`config.mk`:
```
export PLATFORM = sky130hd
export DESIGN_NAME = ram64x8_march_bist
export DESIGN_NICKNAME = d
export VERILOG_FILES = /design/src/rtl/march_pkg.sv /design/src/rtl/march_addr_gen.sv /design/src/rtl/ram64x8_march_bist.sv
export SDC_FILE = /design/constraint.sdc
export NUM_CORES = 1
export LEC_CHECK = 0
export CAP_MARGIN = 20
export CORE_ASPECT_RATIO = 2
export CORE_MARGIN = 4
export CORE_UTILIZATION = 35
export CTS_CLUSTER_SIZE = 16
export DETAILED_ROUTE_END_ITERATION = 7
export PLACE_DENSITY = 0.65
export REMOVE_ABC_BUFFERS = 1
export SKIP_CTS_REPAIR_TIMING = 1
export SLEW_MARGIN = 20
export SYNTH_ARGS = -nofsm -noshare
export SYNTH_HDL_FRONTEND = slang
export SYNTH_HIERARCHICAL = 1
export SYNTH_SLANG_ARGS = --single-unit
```
`constraint.sdc`:
```
create_clock -name clk -period 4.38 [get_ports clk]
set_clock_uncertainty 0.15 [all_clocks]
set_input_delay 0.876 -clock clk [delete_from_list [all_inputs] [get_ports clk]]
set_output_delay 0.876 -clock clk [all_outputs]
set_load 0.05 [all_outputs]
```
`src/rtl/march_pkg.sv`:
```
// Shared definitions for the March C- BIST sequencer: FSM states and the
// per-element direction / polarity tables (bit i describes element i).
package march_pkg;

   typedef enum logic [2:0] {
      ST_IDLE = 3'd0,
      ST_RD   = 3'd1,
      ST_CMP  = 3'd2,
      ST_WR   = 3'd3,
      ST_DONE = 3'd4
   } state_t;

   localparam int unsigned NUM_ELEM  = 6;
   localparam logic [2:0]  ELEM_LAST = 3'd5;

   // E3..E5 walk downwards; E0 is write-only, E5 is read-only
   localparam logic [NUM_ELEM-1:0] ELEM_DOWN   = 6'b111000;
   localparam logic [NUM_ELEM-1:0] ELEM_HAS_RD = 6'b111110;
   localparam logic [NUM_ELEM-1:0] ELEM_HAS_WR = 6'b011111;
   localparam logic [NUM_ELEM-1:0] ELEM_RD_POL = 6'b010100;
   localparam logic [NUM_ELEM-1:0] ELEM_WR_POL = 6'b001010;

   localparam int unsigned RD_LATENCY = 1;

endpackage

```
`src/rtl/march_addr_gen.sv`:
```
// Up/down address counter for the March sequencer: loads the start address
// of an element, steps in the element's direction and flags its last address.
module march_addr_gen #(
   parameter int unsigned ADDR_W = 6
) (
   input  logic              clk,
   input  logic              reset,
   input  logic              load,
   input  logic              load_down,
   input  logic              step,
   input  logic              down,
   output logic [ADDR_W-1:0] addr,
   output logic              last
);

   localparam logic [ADDR_W-1:0] ADDR_MIN = {ADDR_W{1'b0}};
   localparam logic [ADDR_W-1:0] ADDR_MAX = {ADDR_W{1'b1}};
   localparam logic [ADDR_W-1:0] ADDR_ONE = {{(ADDR_W-1){1'b0}}, 1'b1};

   logic [ADDR_W-1:0] addr_r;

   // address register: reload at element start, step within an element
   always_ff @(posedge clk) begin
      if (!reset) begin
         addr_r <= ADDR_MIN;
      end else if (load) begin
         addr_r <= load_down ? ADDR_MAX : ADDR_MIN;
      end else if (step) begin
         addr_r <= down ? (addr_r - ADDR_ONE) : (addr_r + ADDR_ONE);
      end else begin
         addr_r <= addr_r;
      end
   end

   // last address of the current walk direction
   always_comb begin
      if (down) begin
         last = (addr_r == ADDR_MIN);
      end else begin
         last = (addr_r == ADDR_MAX);
      end
   end

   assign addr = addr_r;

endmodule

```
`src/rtl/ram64x8_march_bist.sv`:
```
// March C- built-in self-test sequencer for the 64x8 single-port RAM;
// reports pass/fail and the first failing element, address and read data.
module ram64x8_march_bist
   import march_pkg::*;
#(
   parameter int unsigned       ADDR_W       = 6,
   parameter int unsigned       DATA_W       = 8,
   parameter logic [DATA_W-1:0] BACKGROUND   = 8'h00,
   parameter bit                STOP_ON_FAIL = 1'b1
) (
   input  logic              clk,
   input  logic              reset,
   input  logic              start,
   output logic              busy,
   output logic              done,
   output logic              pass,
   output logic              fail,
   output logic [2:0]        fail_elem,
   output logic [ADDR_W-1:0] fail_addr,
   output logic [DATA_W-1:0] fail_data,
   output logic [DATA_W-1:0] ram_data_in,
   output logic [ADDR_W-1:0] ram_address,
   output logic              ram_enable,
   output logic              ram_read,
   input  logic [DATA_W-1:0] ram_data_out
);

   state_t            state_r, state_s, adv_state_s;
   logic [2:0]        elem_r, elem_s, elem_nx_s, adv_elem_s;
   logic              load_s, step_s, adv_load_s, adv_step_s;
   logic              load_down_s, down_s, last_s;
   logic [ADDR_W-1:0] addr_s;
   logic [DATA_W-1:0] rd_pat_s, wr_pat_s;
   logic              start_ok_s, mismatch_s, new_fail_s, finish_s;

   logic              busy_r, done_r, pass_r, fail_r;
   logic [2:0]        fail_elem_r;
   logic [ADDR_W-1:0] fail_addr_r;
   logic [DATA_W-1:0] fail_data_r;

   assign down_s      = ELEM_DOWN[elem_r];
   assign load_down_s = ELEM_DOWN[elem_s];
   assign elem_nx_s   = elem_r + 3'd1;
   assign start_ok_s  = start && ((state_r == ST_IDLE) || (state_r == ST_DONE));
   assign mismatch_s  = (state_r == ST_CMP) && (ram_data_out != rd_pat_s);
   assign new_fail_s  = mismatch_s && !fail_r;
   assign finish_s    = (state_s == ST_DONE) && (state_r != ST_DONE);

   march_addr_gen #(.ADDR_W(ADDR_W)) u_addr_gen (
      .clk       (clk),
      .reset     (reset),
      .load      (load_s),
      .load_down (load_down_s),
      .step      (step_s),
      .down      (down_s),
      .addr      (addr_s),
      .last      (last_s)
   );

   // expected read data and write data of the current element
   always_comb begin
      if (ELEM_RD_POL[elem_r]) begin
         rd_pat_s = ~BACKGROUND;
      end else begin
         rd_pat_s = BACKGROUND;
      end
      if (ELEM_WR_POL[elem_r]) begin
         wr_pat_s = ~BACKGROUND;
      end else begin
         wr_pat_s = BACKGROUND;
      end
   end

   // where to go once an address has finished its operations
   always_comb begin
      adv_state_s = state_r;
      adv_elem_s  = elem_r;
      adv_load_s  = 1'b0;
      adv_step_s  = 1'b0;
      if (!last_s) begin
         adv_state_s = ELEM_HAS_RD[elem_r] ? ST_RD : ST_WR;
         adv_step_s  = 1'b1;
      end else if (elem_r == ELEM_LAST) begin
         adv_state_s = ST_DONE;
      end else begin
         adv_state_s = ELEM_HAS_RD[elem_nx_s] ? ST_RD : ST_WR;
         adv_elem_s  = elem_nx_s;
         adv_load_s  = 1'b1;
      end
   end

   // FSM state and element registers
   always_ff @(posedge clk) begin
      if (!reset) begin
         state_r <= ST_IDLE;
         elem_r  <= 3'd0;
      end else begin
         state_r <= state_s;
         elem_r  <= elem_s;
      end
   end

   // FSM next-state decode
   always_comb begin
      state_s = state_r;
      elem_s  = elem_r;
      load_s  = 1'b0;
      step_s  = 1'b0;
      case (state_r)
         ST_IDLE, ST_DONE: begin
            if (start) begin
               elem_s  = 3'd0;
               load_s  = 1'b1;
               state_s = ELEM_HAS_RD[3'd0] ? ST_RD : ST_WR;
            end else begin
               state_s = state_r;
            end
         end
         ST_RD: begin
            state_s = ST_CMP;
         end
         ST_CMP: begin
            if (new_fail_s && STOP_ON_FAIL) begin
               state_s = ST_DONE;
            end else if (ELEM_HAS_WR[elem_r]) begin
               state_s = ST_WR;
            end else begin
               state_s = adv_state_s;
               elem_s  = adv_elem_s;
               load_s  = adv_load_s;
               step_s  = adv_step_s;
            end
         end
         ST_WR: begin
            state_s = adv_state_s;
            elem_s  = adv_elem_s;
            load_s  = adv_load_s;
            step_s  = adv_step_s;
         end
         default: begin
            state_s = ST_IDLE;
         end
      endcase
   end

   // Moore decode of the RAM pins
   always_comb begin
      ram_enable  = 1'b0;
      ram_read    = 1'b0;
      ram_data_in = {DATA_W{1'b0}};
      case (state_r)
         ST_RD: begin
            ram_enable = 1'b1;
            ram_read   = 1'b1;
         end
         ST_WR: begin
            ram_enable  = 1'b1;
            ram_data_in = wr_pat_s;
         end
         default: begin
            ram_enable = 1'b0;
         end
      endcase
   end

   assign ram_address = addr_s;

   // status flags and first-failure capture
   always_ff @(posedge clk) begin
      if (!reset) begin
         busy_r      <= 1'b0;
         done_r      <= 1'b0;
         pass_r      <= 1'b0;
         fail_r      <= 1'b0;
         fail_elem_r <= 3'd0;
         fail_addr_r <= {ADDR_W{1'b0}};
         fail_data_r <= {DATA_W{1'b0}};
      end else if (start_ok_s) begin
         busy_r      <= 1'b1;
         done_r      <= 1'b0;
         pass_r      <= 1'b0;
         fail_r      <= 1'b0;
         fail_elem_r <= 3'd0;
         fail_addr_r <= {ADDR_W{1'b0}};
         fail_data_r <= {DATA_W{1'b0}};
      end else begin
         if (new_fail_s) begin
            fail_r      <= 1'b1;
            fail_elem_r <= elem_r;
            fail_addr_r <= addr_s;
            fail_data_r <= ram_data_out;
         end
         // the final compare's own result must be folded into pass
         if (finish_s) begin
            busy_r <= 1'b0;
            done_r <= 1'b1;
            pass_r <= ~(fail_r | mismatch_s);
         end
      end
   end

   assign busy      = busy_r;
   assign done      = done_r;
   assign pass      = pass_r;
   assign fail      = fail_r;
   assign fail_elem = fail_elem_r;
   assign fail_addr = fail_addr_r;
   assign fail_data = fail_data_r;

endmodule
```
==> results.ini, run 1 <==
[min_path]
worstHoldStart=done
hp-class=register to register
holdPathStages=2
min_to=done

[sta]
drv_slew=0
setup_viol=0
relSlewSlack=0.5327
finalSetupTns_ps=0
worst_slack_ps=844.0
fin_crit_ps=3536
whs_ps=303.3
rsz0062_at_grt=no
max_freq_mhz=282.8
worst-slew-pin-transition_ps=699.2
fin_crit_sh=0.8073
hold_violations=0

[clocking]
ctsHtreeMaxLevel=2
clkLatencyLatePin_ps=290
clkTransAtPathRegs_ps=70
cts_buffers=5
clock-sinks=38
cts_root_buffer=clkbuf_8
clockBufferDepth=2
cts_tree=yes

[logic_synthesis]
synth_area_um2=1998
ys_seq_elements=38
ys_seq_area_frac=0.3807
post_synth_main_area_contributors=dfxtp_1, nand2_1, a21oi_1, ha_1, nand3_1
synth-edff-count=0
yosys_most_used_dff=dfxtp_1
syn_inst=252
synth_cell_types=48
synth.avg_cell_area_um2=7.929
ys_warn_count=6
yosys.area.top_type=dfxtp_1
synthArstFlopShare=0
synthDominantCellAreaShare=0.3807

[final_layout]
area_delta_synth_final_pct=28.49
diodes=0
drive_gt1_frac=0.08562
layout.nets=310

[floorplan]
die_width_um=61.43
io_pins=48
dieHeight_um=114.9
start_util=0.3654
rows=38
dieArea_um2=7055
coreArea_um2=5468

[critical_path]
endpoint_kind=register
startpoint_type=input pin
timing.rr.start=u_addr_gen/addr[1]
reg2reg_slack_ps=1350
slowest_delay_ps=500
reg2reg_depth=10
required_ps=4450
worstSetupPathType=input pin to register
arrival_ps=3610
crit_fanout=21
crit_chain=clkdlybuf4s50_1 -> nand4_1 -> or3_4 -> and3_4 -> or3_1 -> a211oi_2 -> a21o_1 -> o21ai_2 -> or2_2 -> nor3_2
slowest_stage=clkdlybuf4s50_1
timing.rr.end=u_addr_gen/addr[4]

[job]
max-cap-violations=0

[outcome]
outcome=complete, no violations

[grt]
grt_max_degree=22
overflow=0
grt_pass1_wl_um=8569
grt_pass1_vias=1888
antenna_found_initial=0
grt_use_total=0.1602

[place]
dp_hpwl_um=3956
io_buffers=47
dp_slack_ps=535.1
gp_congestion=0.8532

[drt]
drt-initial-drc-count=78
drc_errors=0
ant_nets=0
wirelength_um=5266
vias=1916
vias_per_cell=5.443
drtPass1Iterations=4
routed_wire_length_per_instance_um=14.96

[power_and_ir_drop]
power-per-cell-area_nw_per_um2=544.8
ir_worst_vdd_v=0.0003654
leakage_uw=0.0009206
power.total_uw=1399

[sequential cells by signal (all words and copies together) (netlist names), named ones only]
register / cells
fail_addr: 6
u_addr_gen/addr: 6
state_r: 3
done: 1
fail_data: 8
wr_pat_s: 1
fail: 1
elem_r: 3
down_s: 1
rd_pat_s: 1
busy: 1
fail_elem: 3
pass: 1
[report_power, final]
group	total, µW	internal [µW]	leakage, µW	switching [µW]
combinational	675	224	0.000565	451
sequential	473	405	0.000309	68.5
clock	250	126	0.0000472	124
total	1400	756	0.000921	643
[synthesized netlist by cell type, drive strengths merged, types with 4 or more instances]
cell type	instances
nor2	13
nand2	44
a31oi	4
and2	5
inv	9
dfxtp	38
ha	7
buf	12
a21oi	30
clkbuf	7
nand2b	5
nand4	6
nand3	14
nor2b	5
nor3	7
o21ai	9
[logic make-up after synthesis]
| logic type | share of synthesized area |
|---|---|
| adder cells (fa/ha/maj) | 0.05385 |
| flip-flops | 0.3807 |
| buffers and inverters | 0.06763 |
| AO/OA/AOI/OAI | 0.1910 |
| multiplexers | 0.01002 |
| XOR/XNOR | 0.008768 |
| AND/OR/NAND/NOR | 0.2880 |
[layer usage]
layer / vias up / track usage / wire length [µm]
met1: 905 / 0.1596 / 1952
li1: 954 / - / -
met4: 0 / 0.09207 / 182
met5: - / 0 / 0
met3: 14 / 0.03034 / 158
met2: 43 / 0.2907 / 2971
[per-stage QoR]
stage | cells | util | area (µm²)
2_1_floorplan | 233 | - | 1897
4_1_cts | 352 | 0.4696 | 2567
3_3_place_gp | 344 | 0.4522 | 2472
3_5_place_dp | 344 | 0.4522 | 2472
5_1_grt | 352 | 0.4696 | 2567
6_report | 352 | 0.4696 | 2567
[final cells by class]
type                       count  area [µm²]
inverter                       9       33.78
tap                           60       75.07
multi-input combinational    186        1102
fill                         549        2900
clock inverter                 2       12.51
sequential                    38       760.7
timing repair buffer          51       500.5
clock buffer                   6       82.58
[placed cells by master (no fill, tap or decap), types with 2 or more instances in the layout]
master and instances:
nand2_1 44, a21oi_1 30, nand4_1 6, clkdlybuf4s50_1 47, a31o_2 2, nor4_1 3
nor3b_1 2, clkbuf_8 6, a21o_1 3, nand2b_1 5, nor2_1 13, and2_1 5
o21ai_0 8, ha_1 7, dfxtp_1 38, a211oi_1 2, xnor2_1 2, nor3_1 5
buf_4 4, o21a_1 2, nor3_2 2, a31oi_1 4, nor2b_1 5, nand3_1 14
inv_1 8, mux2i_1 2
[critical path, delay by kind of cell]
| family | cells | cell delay, ps |
|---|---|---|
| buffers and inverters | 1 | 500 |
| AND/OR/NAND/NOR | 6 | 1500 |
| AO/OA/AOI/OAI | 3 | 720 |
[worst max path at each step]
stage | slack [ps] | endpoint | start
floorplan | -170 | ram_data_in[0] | state_r[1]
global placement | 580 | u_addr_gen/addr[4] | ram_data_out[1]
detailed placement | 540 | u_addr_gen/addr[4] | ram_data_out[3]
CTS | 850 | u_addr_gen/addr[4] | ram_data_out[3]
global route | 580 | u_addr_gen/addr[4] | ram_data_out[2]
finish | 840 | u_addr_gen/addr[4] | ram_data_out[3]
Note: power is estimated with default switching activity, not from simulation.
==> run 2, diff against run 1 <==
--- a/config.mk
+++ b/config.mk
@@ -11,7 +11,7 @@
 export CORE_UTILIZATION = 35
 export CTS_CLUSTER_SIZE = 16
 export DETAILED_ROUTE_END_ITERATION = 7
-export PLACE_DENSITY = 0.65
+export PLACE_DENSITY = 0.67
 export REMOVE_ABC_BUFFERS = 1
 export SKIP_CTS_REPAIR_TIMING = 1
 export SLEW_MARGIN = 20
==> constraint.sdc (replaced) <==
create_clock -name clk -period 3 [get_ports clk]
set_clock_uncertainty 0.15 [all_clocks]
set_input_delay 0.6 -clock clk [delete_from_list [all_inputs] [get_ports clk]]
set_output_delay 0.6 -clock clk [all_outputs]
set_load 0.05 [all_outputs]
==> run 2 against run 1 <==
Net effect:
- total power grew 57%
- critical path type unchanged
- cell count grew 5.7%
- largest cell class unchanged
- clock-buffer cell count grew 1
- critical endpoint unchanged
- sequential power grew 44%
- register-to-register slack lost 1100 ps
- first-iteration DRC count shrank 29%
- combinational power grew 61%
- die area is the same
- flip-flop and latch count is the same
- critical path depth is the same
- sequential share of layout area shrank 1.9 points
- wire length grew 5.2%
==> results.ini, run 2 (same netlist as run 1, synthesis figures left out) <==
[drt]
drtPass1Iterations=6  ; +2
wirelength_um=5538  ; +5.2%
drc_errors=0  ; unchanged
routed_wire_length_per_instance_um=14.89  ; -0.49%
drt-initial-drc-count=55  ; -29%
vias=1983  ; +3.5%
vias_per_cell=5.331  ; -2.1%
ant_nets=0  ; unchanged

[clocking]
clockBufferDepth=2  ; unchanged
ctsHtreeMaxLevel=2  ; unchanged
clkTransAtPathRegs_ps=70  ; about the same
clock-sinks=38  ; unchanged
clkLatencyLatePin_ps=290  ; about the same
cts_buffers=5  ; unchanged
cts_tree=yes
cts_root_buffer=clkbuf_8

[critical_path]
slowest_stage=clkdlybuf4s50_1
path_buf_inv=1  ; unchanged
crit_fanout=4  ; -81%
startpoint_type=input pin
slowest_delay_ps=500  ; about the same
crit_chain=clkdlybuf4s50_1 -> nand3_1 -> or3_4 -> and3_4 -> or3_1 -> a211oi_2 -> a21o_1 -> o21ai_2 -> or2_2 -> nor3_2
worstSetupPathType=input pin to register
required_ps=3070  ; -1380 ps
reg2reg_slack_ps=230  ; -1120 ps
timing.rr.end=u_addr_gen/addr[4]
timing.rr.start=u_addr_gen/addr[1]
reg2reg_depth=10  ; unchanged
cp_top_family=simple AND/OR/NAND/NOR gates
arrival_ps=2900  ; -710 ps
endpoint_kind=register

[grt]
grt_max_degree=15  ; -32%
grt.met1_usage=0.1735  ; +0.01382
antenna_found_initial=0  ; unchanged
grt_use_met2=0.3211  ; +0.03041
grt_pass1_vias=2023  ; +7.2%
use_met3=0.03483  ; +0.004494
grt_use_total=0.1750  ; +0.01484
overflow=0  ; unchanged
grt_busiest_layer=met2
grt_pass1_wl_um=9218  ; +7.6%

[min_path]
hp-class=register to register
holdPathStages=2  ; unchanged
worstHoldStart=done
min_to=done

[floorplan]
io_pins=48  ; unchanged
start_util=0.3654  ; unchanged
die_width_um=61.43  ; unchanged
dieHeight_um=114.9  ; unchanged
dieArea_um2=7055  ; unchanged
rows=38  ; unchanged
coreArea_um2=5468  ; unchanged

[sta]
setup_viol=0  ; unchanged
max_freq_mhz=353.0
whs_ps=293.1  ; -10.27 ps
hold_violations=0  ; unchanged
relSlewSlack=0.6518  ; +0.1190
worst-slew-pin-transition_ps=520.7  ; -178.5 ps
fin_crit_ps=2833
rsz0062_at_grt=no
drv_slew=0  ; unchanged
fin_crit_sh=0.9443

[final_layout]
diodes=0  ; unchanged
seqCellArea_um2=760.7  ; unchanged
multiInputGateArea_um2=1122  ; +1.8%
final_common_cell=nand2_1
final_cell_mix=nand2_1, dfxtp_1, buf_4
n_fill_cell=553  ; +0.73%
layout.nets=330  ; +6.5%
largest_register_ffs=8  ; unchanged
drive_gt1_frac=0.1763  ; +0.09067
area_delta_synth_final_pct=37.32
final_util=0.5018  ; +0.03227
stdcell_area_um2=2744  ; +6.9%

[place]
dp_hpwl_um=4334  ; +9.6%
gp_congestion=0.8398  ; -1.6%
io_buffers=47  ; unchanged
dpl_cell_area_um2=2600  ; +5.2%

[job]
max-cap-violations=0  ; unchanged

[outcome]
outcome=complete, no violations

[power_and_ir_drop]
power.total_uw=2190  ; +57%
leakage_uw=0.001108  ; +20%
power-per-cell-area_nw_per_um2=798.0  ; +46%
ir_worst_vdd_v=0.0005320  ; +46%

run 2: power breakdown:
part	switching (µW)	internal (µW)	leakage (µW)
combinational	688	398	0.000747
clock	172	249	0.0000524
sequential	91.7	591	0.000309
total	952	1240	0.00111
run 2: area by class of cell:
class | instances | share of cell area
clock inverters | 1 | 0.01094
well taps | 60 | 0.02736
repair buffers | 71 | 0.2353
inverters | 9 | 0.01231
clock buffers | 7 | 0.02782
flip-flops and latches | 38 | 0.2772
multi-input cells | 186 | 0.4090
run 2: worst max-delay path by stage:
stage / from / to / slack [ps] / cells past startpoint
detailed placement: ram_data_out[2] / u_addr_gen/addr[4] / -220 / 10
global route: u_addr_gen/addr[1] / u_addr_gen/addr[4] / 2 / 10
finish: ram_data_out[6] / u_addr_gen/addr[4] / 170 / 10
floorplan: state_r[1] / ram_data_in[0] / -1280 / 2
global placement: ram_data_out[3] / u_addr_gen/addr[4] / -180 / 10
CTS: ram_data_out[3] / u_addr_gen/addr[4] / 80 / 10
run 2: tightest hold or removal path: stages, from the launching register on:
cell and delay [ps]:
dfxtp_1 310, inv_1 50, a21oi_1 50
run 2: per-stage QoR:
stage	setup slack, ps	std cells	setup TNS [ps]
final	167.2	372	0
after global routing	1.790	372	0
after floorplan	-1278	233	-11610
after global placement	-176.6	364	-689.9
after CTS	82.52	372	0
after detailed placement	-222.0	364	-717.1
run 2: per-layer routing:
layer,share of wire,vias up
met2,0.57,52
met3,0.030,15
met4,0.035,0
li1,-,995
met1,0.36,921
met5,0,-
